[src/rtl/chunyi_ctrl_pkg.sv]
// Shared definitions for the Chun-Yi character: state codes, facing, screen bounds
// and helpers used by the controller, weapon stage and renderer.
package chunyi_defs;

    localparam int unsigned SCREEN_W   = 640;
    localparam int unsigned SCREEN_H   = 480;
    localparam int unsigned WEAPON_OFS = 20;

    typedef enum logic [3:0] {
        IDLE_F = 4'h0,
        IDLE_B = 4'h1,
        IDLE_L = 4'h2,
        IDLE_R = 4'h3,
        WALK_F = 4'h4,
        WALK_B = 4'h5,
        WALK_L = 4'h6,
        WALK_R = 4'h7,
        DEAD   = 4'h8,
        ATK_UP = 4'hA,
        ATK_DN = 4'hB,
        ATK_R  = 4'hC,
        ATK_L  = 4'hD
    } state_t;

    typedef enum logic [1:0] {
        FACE_F = 2'd0,
        FACE_B = 2'd1,
        FACE_L = 2'd2,
        FACE_R = 2'd3
    } face_t;

    function automatic state_t idle_code(input face_t f);
        case (f)
            FACE_F:  return IDLE_F;
            FACE_B:  return IDLE_B;
            FACE_L:  return IDLE_L;
            default: return IDLE_R;
        endcase
    endfunction

    function automatic state_t walk_code(input face_t f);
        case (f)
            FACE_F:  return WALK_F;
            FACE_B:  return WALK_B;
            FACE_L:  return WALK_L;
            default: return WALK_R;
        endcase
    endfunction

    // Facing down swings the weapon below (ATK_DN), facing up swings it above (ATK_UP).
    function automatic state_t atk_code(input face_t f);
        case (f)
            FACE_F:  return ATK_DN;
            FACE_B:  return ATK_UP;
            FACE_L:  return ATK_L;
            default: return ATK_R;
        endcase
    endfunction

    function automatic logic [9:0] clamp10(input logic signed [10:0] v,
                                           input int unsigned lo,
                                           input int unsigned hi);
        int s;
        s = int'(v);
        if (s < int'(lo))      return 10'(lo);
        else if (s > int'(hi)) return 10'(hi);
        else                   return 10'(s);
    endfunction

endpackage

[src/rtl/chunyi_ctrl_rise_edge.sv]
// Registered 1-bit rising-edge detector; pulse is high for the cycle d first reads 1.
module rise_edge (
    input  logic clk,
    input  logic rst,
    input  logic d,
    output logic pulse
);

    logic q;

    always_ff @(posedge clk) begin
        if (rst) q <= 1'b0;
        else     q <= d;
    end

    assign pulse = d & ~q;

endmodule

[src/rtl/chunyi_ctrl.sv]
// Chun-Yi player controller: turns keys and frame ticks into state code and clamped position.
module chunyi_ctrl
    import chunyi_defs::*;
#(
    parameter int unsigned H_INIT    = 320,
    parameter int unsigned V_INIT    = 240,
    parameter int unsigned H_MIN     = WEAPON_OFS,
    parameter int unsigned H_MAX     = SCREEN_W - WEAPON_OFS - 1,
    parameter int unsigned V_MIN     = WEAPON_OFS,
    parameter int unsigned V_MAX     = SCREEN_H - WEAPON_OFS - 1,
    parameter int unsigned STEP      = 2,
    parameter int unsigned ATK_TICKS = 15,
    parameter int unsigned CD_TICKS  = 10
) (
    input  logic       clk,
    input  logic       rst,
    input  logic       tick,
    input  logic       gameover,
    input  logic       key_up,
    input  logic       key_down,
    input  logic       key_left,
    input  logic       key_right,
    input  logic       key_atk,
    output logic [3:0] state,
    output logic [9:0] pos_h,
    output logic [9:0] pos_v
);

    localparam int unsigned ATK_W = $clog2(ATK_TICKS + 1);
    localparam int unsigned CD_W  = $clog2(CD_TICKS + 1);

    state_t           state_q, state_n;
    face_t            face_q, face_n;
    logic [9:0]       h_q, h_n, v_q, v_n;
    logic [ATK_W-1:0] atk_q, atk_n;
    logic [CD_W-1:0]  cd_q, cd_n;
    logic             atk_req;
    logic             any_key;
    face_t            dir;
    logic signed [10:0] h_ext, v_ext, step_s;

    rise_edge u_atk_edge (
        .clk   (clk),
        .rst   (rst),
        .d     (key_atk),
        .pulse (atk_req)
    );

    always_ff @(posedge clk) begin
        if (rst) begin
            state_q <= IDLE_F;
            face_q  <= FACE_F;
            h_q     <= 10'(H_INIT);
            v_q     <= 10'(V_INIT);
            atk_q   <= '0;
            cd_q    <= '0;
        end else begin
            state_q <= state_n;
            face_q  <= face_n;
            h_q     <= h_n;
            v_q     <= v_n;
            atk_q   <= atk_n;
            cd_q    <= cd_n;
        end
    end

    assign any_key = key_up | key_down | key_left | key_right;
    assign h_ext   = $signed({1'b0, h_q});
    assign v_ext   = $signed({1'b0, v_q});
    assign step_s  = $signed(11'(STEP));

    always_comb begin
        if (key_up)        dir = FACE_B;
        else if (key_down) dir = FACE_F;
        else if (key_left) dir = FACE_L;
        else               dir = FACE_R;
    end

    // Priority: gameover > DEAD hold > running attack > new attack > movement.
    always_comb begin
        state_n = state_q;
        face_n  = face_q;
        h_n     = h_q;
        v_n     = v_q;
        atk_n   = atk_q;
        cd_n    = cd_q;
        if (gameover) begin
            state_n = DEAD;
            atk_n   = '0;
            cd_n    = '0;
        end else if (state_q == DEAD) begin
            state_n = DEAD;
        end else if (atk_q != '0) begin
            if (tick) begin
                if (atk_q == ATK_W'(1)) begin
                    state_n = idle_code(face_q);
                    atk_n   = '0;
                    cd_n    = CD_W'(CD_TICKS);
                end else begin
                    atk_n = atk_q - 1'b1;
                end
            end
        end else if (atk_req && cd_q == '0) begin
            state_n = atk_code(face_q);
            atk_n   = ATK_W'(ATK_TICKS);
        end else begin
            if (any_key) face_n = dir;
            if (tick) begin
                if (cd_q != '0) cd_n = cd_q - 1'b1;
                if (any_key) begin
                    state_n = walk_code(dir);
                    case (dir)
                        FACE_B:  v_n = clamp10(v_ext - step_s, V_MIN, V_MAX);
                        FACE_F:  v_n = clamp10(v_ext + step_s, V_MIN, V_MAX);
                        FACE_L:  h_n = clamp10(h_ext - step_s, H_MIN, H_MAX);
                        default: h_n = clamp10(h_ext + step_s, H_MIN, H_MAX);
                    endcase
                end else begin
                    state_n = idle_code(face_q);
                end
            end
        end
    end

    assign state = state_q;
    assign pos_h = h_q;
    assign pos_v = v_q;

endmodule

[config.mk]
export PLATFORM = sky130hd
export DESIGN_NAME = chunyi_ctrl
export DESIGN_NICKNAME = d
export VERILOG_FILES = /design/src/rtl/chunyi_ctrl_pkg.sv /design/src/rtl/chunyi_ctrl_rise_edge.sv /design/src/rtl/chunyi_ctrl.sv
export SDC_FILE = /design/constraint.sdc
export NUM_CORES = 1
export LEC_CHECK = 0
export CAP_MARGIN = 20
export CORE_UTILIZATION = 35
export DETAILED_ROUTE_END_ITERATION = 12
export HOLD_SLACK_MARGIN = 0.03
export PLACE_DENSITY_LB_ADDON = 0.25
export SLEW_MARGIN = 20
export SYNTH_ARGS = -nofsm -noshare
export SYNTH_HDL_FRONTEND = slang
export SYNTH_SLANG_ARGS = --single-unit
[constraint.sdc]
create_clock -name clk -period 3.7 [get_ports clk]
set_input_delay 0.37 -clock clk [delete_from_list [all_inputs] [get_ports clk]]
set_output_delay 0.37 -clock clk [all_outputs]
set_load 0.05 [all_outputs]
After elaboration in Yosys (flattened, before gate mapping)
Cells that the tools add are included.
{ "word_totals": {"ff_bits": 35, "out_inout_bits": 24} }
{ "op_classes": {"addsub": 6, "magnitude_cmp": 8, "eq_ne": 11, "n_mux": 34, "bitwise": 10, "n_reduce_logical": 21} }
{ "ops": {"columns": ["operator", "n"], "rows": [
  ["$mux W10", 8],
  ["$mux W4", 18],
  ["$lt A11 B6 Y1 const B", 4],
  ["$pmux W10 S2", 2],
  ["$add A10 B2 Y11 const B", 2],
  ["$gt A11 B10 Y1 const B", 2],
  ["$gt A11 B11 Y1 const B", 2],
  ["$sub A10 B2 Y11 const B", 2],
  ["$reduce_and A7 Y1", 2],
  ["$pmux W2 S3", 2],
  ["$reduce_bool A4 Y1", 3],
  ["$pmux W3 S3", 1],
  ["$reduce_and A3 Y1", 3],
  ["$reduce_bool A2 Y1", 4],
  ["$sub A4 B1 Y4 const B", 2],
  ["$not A1 Y1", 6],
  ["$reduce_and A6 Y1", 1],
  ["$reduce_and A5 Y1", 1],
  ["$eq A2 B1 Y1 const B", 2],
  ["$eq A2 B2 Y1 const B", 2],
  ["$eq A4 B1 Y1 const B", 1],
  ["$eq A4 B4 Y1 const B", 1],
  ["$logic_not A2 Y1", 2],
  ["$logic_not A4 Y1", 1],
  ["11 further kinds", 16]
]} }

Longest topological paths before layout
Gate-level depths: netlist of the first run.
{ "depth": {"ltp_word": 11, "depth_mapped": 12, "depth_no_buf": 9} }

By module
Synthesis of the first run repeated with hierarchy kept, for this count alone.
{ "hier_totals": {"cells_unflattened": 482, "hier_area_um2": 3393.3} }
{ "by_module_without_submodules": {"columns": ["mod", "n_inst", "cells_each", "area_each_um2"], "rows": [
  ["chunyi_ctrl", 1, 479, 3345.7],
  ["rise_edge", 1, 3, 47.5]
]} }

Worst setup path after synthesis of the first run
Ideal clock, no wire load.
{ "synth_timing": {"kind": "reg2reg", "start": "register v_q[1], in the netlist pos_v[1]", "end": "register v_q[5], in the netlist pos_v[5]", "setup_time_ns": 0.134, "arrival_time_ns": 2.898, "path_slack_ns": 0.668, "stages_incl_launch_ff": 13, "synth_period_minus_slack_ns": 3.032, "cell_sequence": "dfxtp_1 > buf_2 > inv_1 > ha_1 > buf_2 > o21bai_1 > a311oi_1 > a31o_2 > a31oi_1 > buf_2 > nand3_1 > nor3_1 > or4_1"} }
{ "synth_between": {"elab_chain_cells": 5} }
{ "synth_lines": {"columns": ["item", "line_no", "text"], "rows": [
  ["start: declaration", "chunyi_ctrl.sv:34", "logic [9:0] h_q, h_n, v_q, v_n;"],
  ["start signal: assignment", "chunyi_ctrl.sv:54", "v_q <= 10'(V_INIT);"],
  ["start signal: assignment", "chunyi_ctrl.sv:61", "v_q <= v_n;"],
  ["$add A10 B2 Y11 / $sub A10 B2 Y11 (equally long branches)", "chunyi_ctrl.sv:114, chunyi_ctrl.sv:113", null],
  ["$gt A11 B10 Y1", "chunyi_ctrl_pkg.sv:66", "else if (s > int'(hi)) return 10'(hi);"],
  ["$mux W10", "chunyi_ctrl_pkg.sv:66", null],
  ["$mux W10", "chunyi_ctrl_pkg.sv:65", "if (s < int'(lo)) return 10'(lo);"],
  ["$pmux W10 S2 (*)", "chunyi_ctrl.sv:112", "case (dir)"]
]} }
Every way passes the cells marked *; elsewhere a longest branch is shown, timed or not.
A chain may end at the register's enable or synchronous reset.

Worst setup path after layout of the first run
{ "layout_timing": {"start": "register h_q[2], in the netlist pos_h[2]", "end": "register h_q[7], in the netlist pos_h[7]"} }
{ "layout_between": {"elab_chain_cells": 5} }
{ "layout_lines": {"columns": ["item", "line_no", "text"], "rows": [
  ["start: declaration", "chunyi_ctrl.sv:34", null],
  ["start signal: assignment", "chunyi_ctrl.sv:53", "h_q <= 10'(H_INIT);"],
  ["start signal: assignment", "chunyi_ctrl.sv:60", "h_q <= h_n;"],
  ["$add A10 B2 Y11 / $sub A10 B2 Y11 (equally long branches)", "chunyi_ctrl.sv:116, chunyi_ctrl.sv:115", null],
  ["$gt A11 B11 Y1", "chunyi_ctrl_pkg.sv:66", null],
  ["$mux W10", "chunyi_ctrl_pkg.sv:66", null],
  ["$mux W10", "chunyi_ctrl_pkg.sv:65", null],
  ["$pmux W10 S2 (*)", "chunyi_ctrl.sv:112", null]
]} }
Marked as above.

==> results of run 1 <==
## cells in the final DEF (no fill, tap or decap), types with 4 or more instances in the layout
cell             count
nor3_1              15
xor2_1               4
and2_1               4
xnor2_1             11
nand2b_1            12
inv_1               24
nand2_1             29
clkbuf_8             5
nand3b_1             4
dfxtp_1             35
o22ai_1              4
o21ai_0             24
nand3_1             16
a31oi_1             11
or4_1                5
mux2i_1              4
a21oi_1             27
and3_1               6
a211oi_1            10
nor3b_1              4
o31ai_1              4
nor2_1              41
or3_1                4
a21o_1               5
a221oi_1             6
o211ai_1             8
nand4_1              6
or2_2                6
nor2b_1              8
clkdlybuf4s50_1     32
ha_1                10
buf_4                6
o32ai_1              5
a32oi_1              4
## area by class of cell
type	count	share of cell area (%)
repair buffers	38	9.139
inverters	24	2.254
clock inverters	3	1.095
well taps	133	4.163
multi-input cells	375	64.10
clock buffers	5	1.721
flip-flops and latches	35	17.53
## Yosys cell counts (4+ instances only)
library cell and count:
buf_2 11, nor3b_1 4, nor2b_1 8, clkbuf_1 17, a21o_1 5, o21ai_0 24, and3_1 6, o32ai_1 5
a221oi_1 6, nand2_1 29, a32oi_1 4, and2_1 4, a21oi_1 27, ha_1 10, or2_2 6, nand4_1 6
nand2b_1 12, dfxtp_1 35, xnor2_1 11, nor3_1 15, nand3b_1 4, nand3_1 16, or3_1 4, nor2_1 41
o31ai_1 4, o22ai_1 4, mux2i_1 4, a211oi_1 10, a31oi_1 11, inv_1 24, or4_1 5, o211ai_1 8
xor2_1 4
## stage by stage
| stage | cells | power [uW] | cell area [um^2] | util (%) | worst slack [ps] |
|---|---|---|---|---|---|
| detailed placement | 605 | 923.7 | 3885 | 39.75 | 485.5 |
| global route | 613 | 1358 | 3998 | 40.90 | 114.0 |
| global placement | 605 | 921.1 | 3885 | 39.75 | 546.9 |
| CTS | 613 | 1285 | 3998 | 40.90 | 465.4 |
| floorplan | 470 | 807.8 | 3532 | - | 668.0 |
| finish | 613 | 1273 | 3998 | 40.90 | 422.8 |
## path summary, 6_finish.rpt
check / from / endpoint
worst max-delay path: pos_h[2] / pos_h[7]
worst min-delay path: cd_q[3] / cd_q[3]
worst max register to register: pos_h[2] / pos_h[7]
worst min register to register: cd_q[3] / cd_q[3]
## flip-flops by register name, summed over array words and instances (netlist names)
register	count
cd_q	4
atk_q	4
face_q	2
u_atk_edge.q	1
pos_h	10
state	4
pos_v	10
## worst max-delay path: stages, from the launching register on
cell      delay [ps]
dfxtp_1          480
inv_1            190
ha_1             540
nor3b_1          610
a211oi_1         180
a31oi_1          240
a211oi_1         130
nand2b_1         220
or4b_1           520
o31ai_1           70
## kinds of logic after synthesis
logic type / count (synthesis) / synth area share (%)
compound gates: 160 / 33.79
xor+xnor: 15 / 3.719
fa+ha+maj: 10 / 3.542
buf+inv: 60 / 7.616
flops: 35 / 19.84
mux: 7 / 2.090
simple gates: 183 / 29.40
## metal layers
layer / share of wire (%) / routed length, um / GRT usage (%)
met1: 46 / 4712 / 27.16
met2: 47 / 4734 / 31.64
met3: 5.6 / 568 / 3.215
met4: 1.6 / 164 / 7.143
met5: 0 / 0 / 0
## power groups by stage
stage	logic (uW)	clock network, uW	registers, uW
6_report	465	353	455
2_1_floorplan	328	0	480
4_1_cts	463	367	455
3_5_place_dp	460	0	464
5_1_grt	515	382	461
3_3_place_gp	459	0	462
==> impl_metrics.yaml, run 1 <==
clocking:
  ctsHoldBuffers: 0
  cts_resized: 0
  cts_tree: "yes"
  clock_latency_ps: 290
  clk_pin_slew_ps: 80
  post_cts_buffers: 0
  clkSinkCount: 35
  cts_root_buffer: "clkbuf_8"
  numCtsBuffers: 5
  ctsHtreeMaxLevel: 2
  cts_buffer_depth: 2
synth:
  ys_types: 83
  syn_area_per_cell_um2: 7.515
  synth_edf_count: 0
  synth.area.top_cells: "dfxtp_1 (20%), nor2_1 (4.4%), a21oi_1 (3.8%)"
  synthesis.nets: 489
  synth_top_area_share_pct: 19.84
  synth_largest_area_cell: "dfxtp_1"
  synthesis.instances: 470
  yosys_warnings: 0
  synth_flop_cell: "dfxtp_1"
  async_flop_share_pct: 0
  synth_seq_cells: 35
  synth_seq_area_share_pct: 19.84
  synth_area_um2: 3532
routing:
  drcViolationCount: 0
  dr.pass1.iters: 4
  routed_wl_um: 10180
  wl_per_cell_um: 16.61
  drtIter0Drc: 176
  vias: 3760
  via_per_inst: 6.134
  postRouteAntennaNets: 0
floorplanning:
  dieArea_um2: 10500
  io_pins: 33
  initial_core_util_pct: 36.14
  num_rows: 36
  die_w_um: 102.5
  core_area_um2: 9774
  fp.dieH_um: 102.5
sta:
  tns_ps: 0
  finalCriticalPeriod_ps: 3277
  layout_worst_path_cycle_share_pct: 88.57
  setup_viol: 0
  slew_violations: 0
  worst_pin_slew_ps: 739.3
  finalHoldViolCount: 0
  whs_ps: 484.2
  finalClockSkew_ps: 8.972
  clock.fmax_mhz: 305.1
  rsz0062_at_grt: "no"
  relSlewSlack_pct: 50.65
power_and_ir_drop:
  seqPwrFrac_pct: 35.7
  switching_power_uw: 488.7
  power_switching_share_pct: 38.38
  pwr-share-clk_pct: 27.7
  combPwrFrac_pct: 36.5
  powerDensity_nw_per_um2: 318.5
  internal-power_uw: 784.4
  p_leak_uw: 0.001361
  ir_worst_vdd_v: 0.0002408
grt:
  grt_max_degree: 20
  grt_pass1_vias: 3392
  overflow: 0
  grtUsageTotal_pct: 19.95
  antenna_found_initial: 0
  grt_pass1_wl_um: 16820
place:
  port_buffers: 32
  gp_congestion: 0.9940
  detailed_place_hpwl_um: 7420
cells_and_area:
  drive_above_1_share_pct: 9.792
  register_area_um2: 700.7
  nets: 498
  fill_cells: 1037
  n_antenna_cell: 0
  syn_to_final_growth_pct: 13.18
  multi_input_area_um2: 2562
critical_path:
  crit_type: "reg -> reg"
  worstRegToRegCells: 9
  worst-path-max-fanout: 17
  crit_arrival_ps: 3490
  cp-end-kind: "flop"
  cp.required_ps: 3910
  worst_setup_path_start_kind: "flop"
  reg2reg_slack_ps: 420
hold_path:
  hold_path_depth: 1
  min_path_type: "reg -> reg"
status:
  status: "completed"
job:
  max_cap_viol_count: 0
No activity file was read; power rests on OpenSTA's default activity.
==> run 2, diff against run 1 <==
Settings changed: CAP_MARGIN 20 to 40.
==> results of run 2 <==
Same layout as run 1: the final DEF is identical, and so are final timing and power.
==> run 3, diff against run 2 <==
Settings changed: PLACE_DENSITY_LB_ADDON 0.25 to 0.15.
==> run 3 against run 2 <==
Effect of this change:
- critical path depth stayed put
- clock power fell by 24%
- combinational power increased by 3%
- count of clock-buffer cells in the layout rose by 2
- wire length grew 0.57%
- cell area rose by 0.16%
- die area stayed put
- global-route usage increased by 0.17 points
- maximum frequency rose by 1.0%
- utilization is 0.064 points higher
- non-clock buffer count up 5
- sequential power down 2%
- critical path type unchanged
==> impl_metrics.yaml, run 3 (synthesized netlist as in run 1, its figures left out) <==
cells_and_area:
  drive_above_1_share_pct: 10.31
  n_antenna_cell: 0
  register_area_um2: 700.7
  fill_cells: 1065
  nets: 503
  multi_input_area_um2: 2562
  layout_commonest_cell: "nor2_1"
  syn_to_final_growth_pct: 13.35
  layout_common_cells: "nor2_1 (41), dfxtp_1 (35), clkdlybuf4s50_1 (32)"
critical_path:
  crit_buf_inv: 1
  path_depth: 9
  worstRegToRegCells: 9
  cp.required_ps: 3900
  critPathTopFamily: "simple AND/OR/NAND/NOR gates"
  worst_path_max_delay_cell: "nor3b_1"
  crit_type: "reg -> reg"
  worst-path-max-fanout: 17
  crit_chain: "inv_1, ha_1, nor3b_1, nand4_1, a31oi_1, a211oi_1, nand2b_1, or4b_1, o31ai_1"
  cpPeakStageDelay_ps: 570
  cp-end-kind: "flop"
  worst_setup_path_start_kind: "flop"
  crit_arrival_ps: 3440
routing:
  dr.pass1.iters: 5
  postRouteAntennaNets: 0
  via_per_inst: 6.057
  drcViolationCount: 0
  wl_per_cell_um: 16.57
  vias: 3743
  drtIter0Drc: 307
  routed_wl_um: 10240
floorplanning:
  fp.dieH_um: 102.5
  dieArea_um2: 10500
  initial_core_util_pct: 36.14
  core_area_um2: 9774
  io_pins: 33
  die_w_um: 102.5
  num_rows: 36
sta:
  relSlewSlack_pct: 52.17
  finalCriticalPeriod_ps: 3243
  finalClockSkew_ps: 8.321
  clock.fmax_mhz: 308.3
  slew_violations: 0
  tns_ps: 0
  setup_viol: 0
  layout_worst_path_cycle_share_pct: 87.65
  worst_pin_slew_ps: 716.5
  whs_ps: 490.4
  finalHoldViolCount: 0
  rsz0062_at_grt: "no"
grt:
  grt_pass1_vias: 3362
  grtUsageTotal_pct: 20.12
  grt_pass1_wl_um: 16820
  overflow: 0
  antenna_found_initial: 0
  grt_max_degree: 24
clocking:
  ctsHoldBuffers: 0
  post_cts_buffers: 0
  clkSinkCount: 35
  ctsHtreeMaxLevel: 2
  cts_resized: 0
  numCtsBuffers: 5
  cts_tree: "yes"
  clock_latency_ps: 280
  clk_pin_slew_ps: 70
  cts_root_buffer: "clkbuf_8"
  cts_buffer_depth: 2
power_and_ir_drop:
  switching_power_uw: 473.0
  power_switching_share_pct: 39.62
  powerDensity_nw_per_um2: 298.2
  ir_worst_vdd_v: 0.0002104
  seqPwrFrac_pct: 37.5
  p_leak_uw: 0.001369
  combPwrFrac_pct: 40.0
  pwr-share-clk_pct: 22.5
  internal-power_uw: 720.7
job:
  max_cap_viol_count: 0
place:
  gp_congestion: 0.8902
  port_buffers: 32
  detailed_place_hpwl_um: 7599
hold_path:
  min_path_type: "reg -> reg"
  hold_path_depth: 1
status:
  status: "completed"
==> run 3: cell count changes in the layout (fill, tap and decap cells not counted), sizes merged <==
cell | before | now
clkbuf | 5 | 7
buf | 6 | 11
bufinv | 1 | 0
clkinv | 2 | 1
==> run 3: per-layer routing <==
layer | track usage, % | vias to the layer above | wire length (um)
li1 | - | 1808 | -
met1 | 28.66 | 1753 | 4732
met2 | 30.72 | 167 | 4543
met3 | 3.557 | 15 | 809
met4 | 5.934 | 0 | 152
met5 | 0 | - | 0
==> run 3: final timing paths <==
| path | endpoint | slack, ps | from |
|---|---|---|---|
| max | pos_h[7] | 460 | pos_h[2] |
| min | cd_q[3] | 490 | cd_q[3] |
| max reg2reg | pos_h[7] | 460 | pos_h[2] |
| min reg2reg | cd_q[3] | 490 | cd_q[3] |
==> run 3: final cells by class <==
| class | count | area share, % |
|---|---|---|
| clock buffers | 7 | 1.906 |
| clock inverters | 1 | 0.1250 |
| flip-flops and latches | 35 | 17.50 |
| inverters | 24 | 2.250 |
| multi-input cells | 375 | 64.00 |
| repair buffers | 43 | 10.06 |
| well taps | 133 | 4.156 |
==> run 3: metrics by stage <==
| stage | util (%) | setup slack [ps] | total power (uW) | cell area, um^2 | instances |
|---|---|---|---|---|---|
| 2_1_floorplan | - | 668.0 | 807.8 | 3532 | 470 |
| 3_3_place_gp | 40.13 | 601.4 | 930.8 | 3923 | 610 |
| 3_5_place_dp | 40.13 | 524.3 | 929.0 | 3923 | 610 |
| 4_1_cts | 40.96 | 506.5 | 1203 | 4004 | 618 |
| 5_1_grt | 40.96 | 112.5 | 1275 | 4004 | 618 |
| 6_report | 40.96 | 456.8 | 1194 | 4004 | 618 |
==> run 3: power by group through the flow <==
stage                     combinational (uW)  clock, uW  sequential, uW
after floorplan                          328          0             480
after global placement                   474          0             457
after detailed placement                 473          0             456
after CTS                                475        280             448
after global routing                     527        295             454
final                                    477        269             448
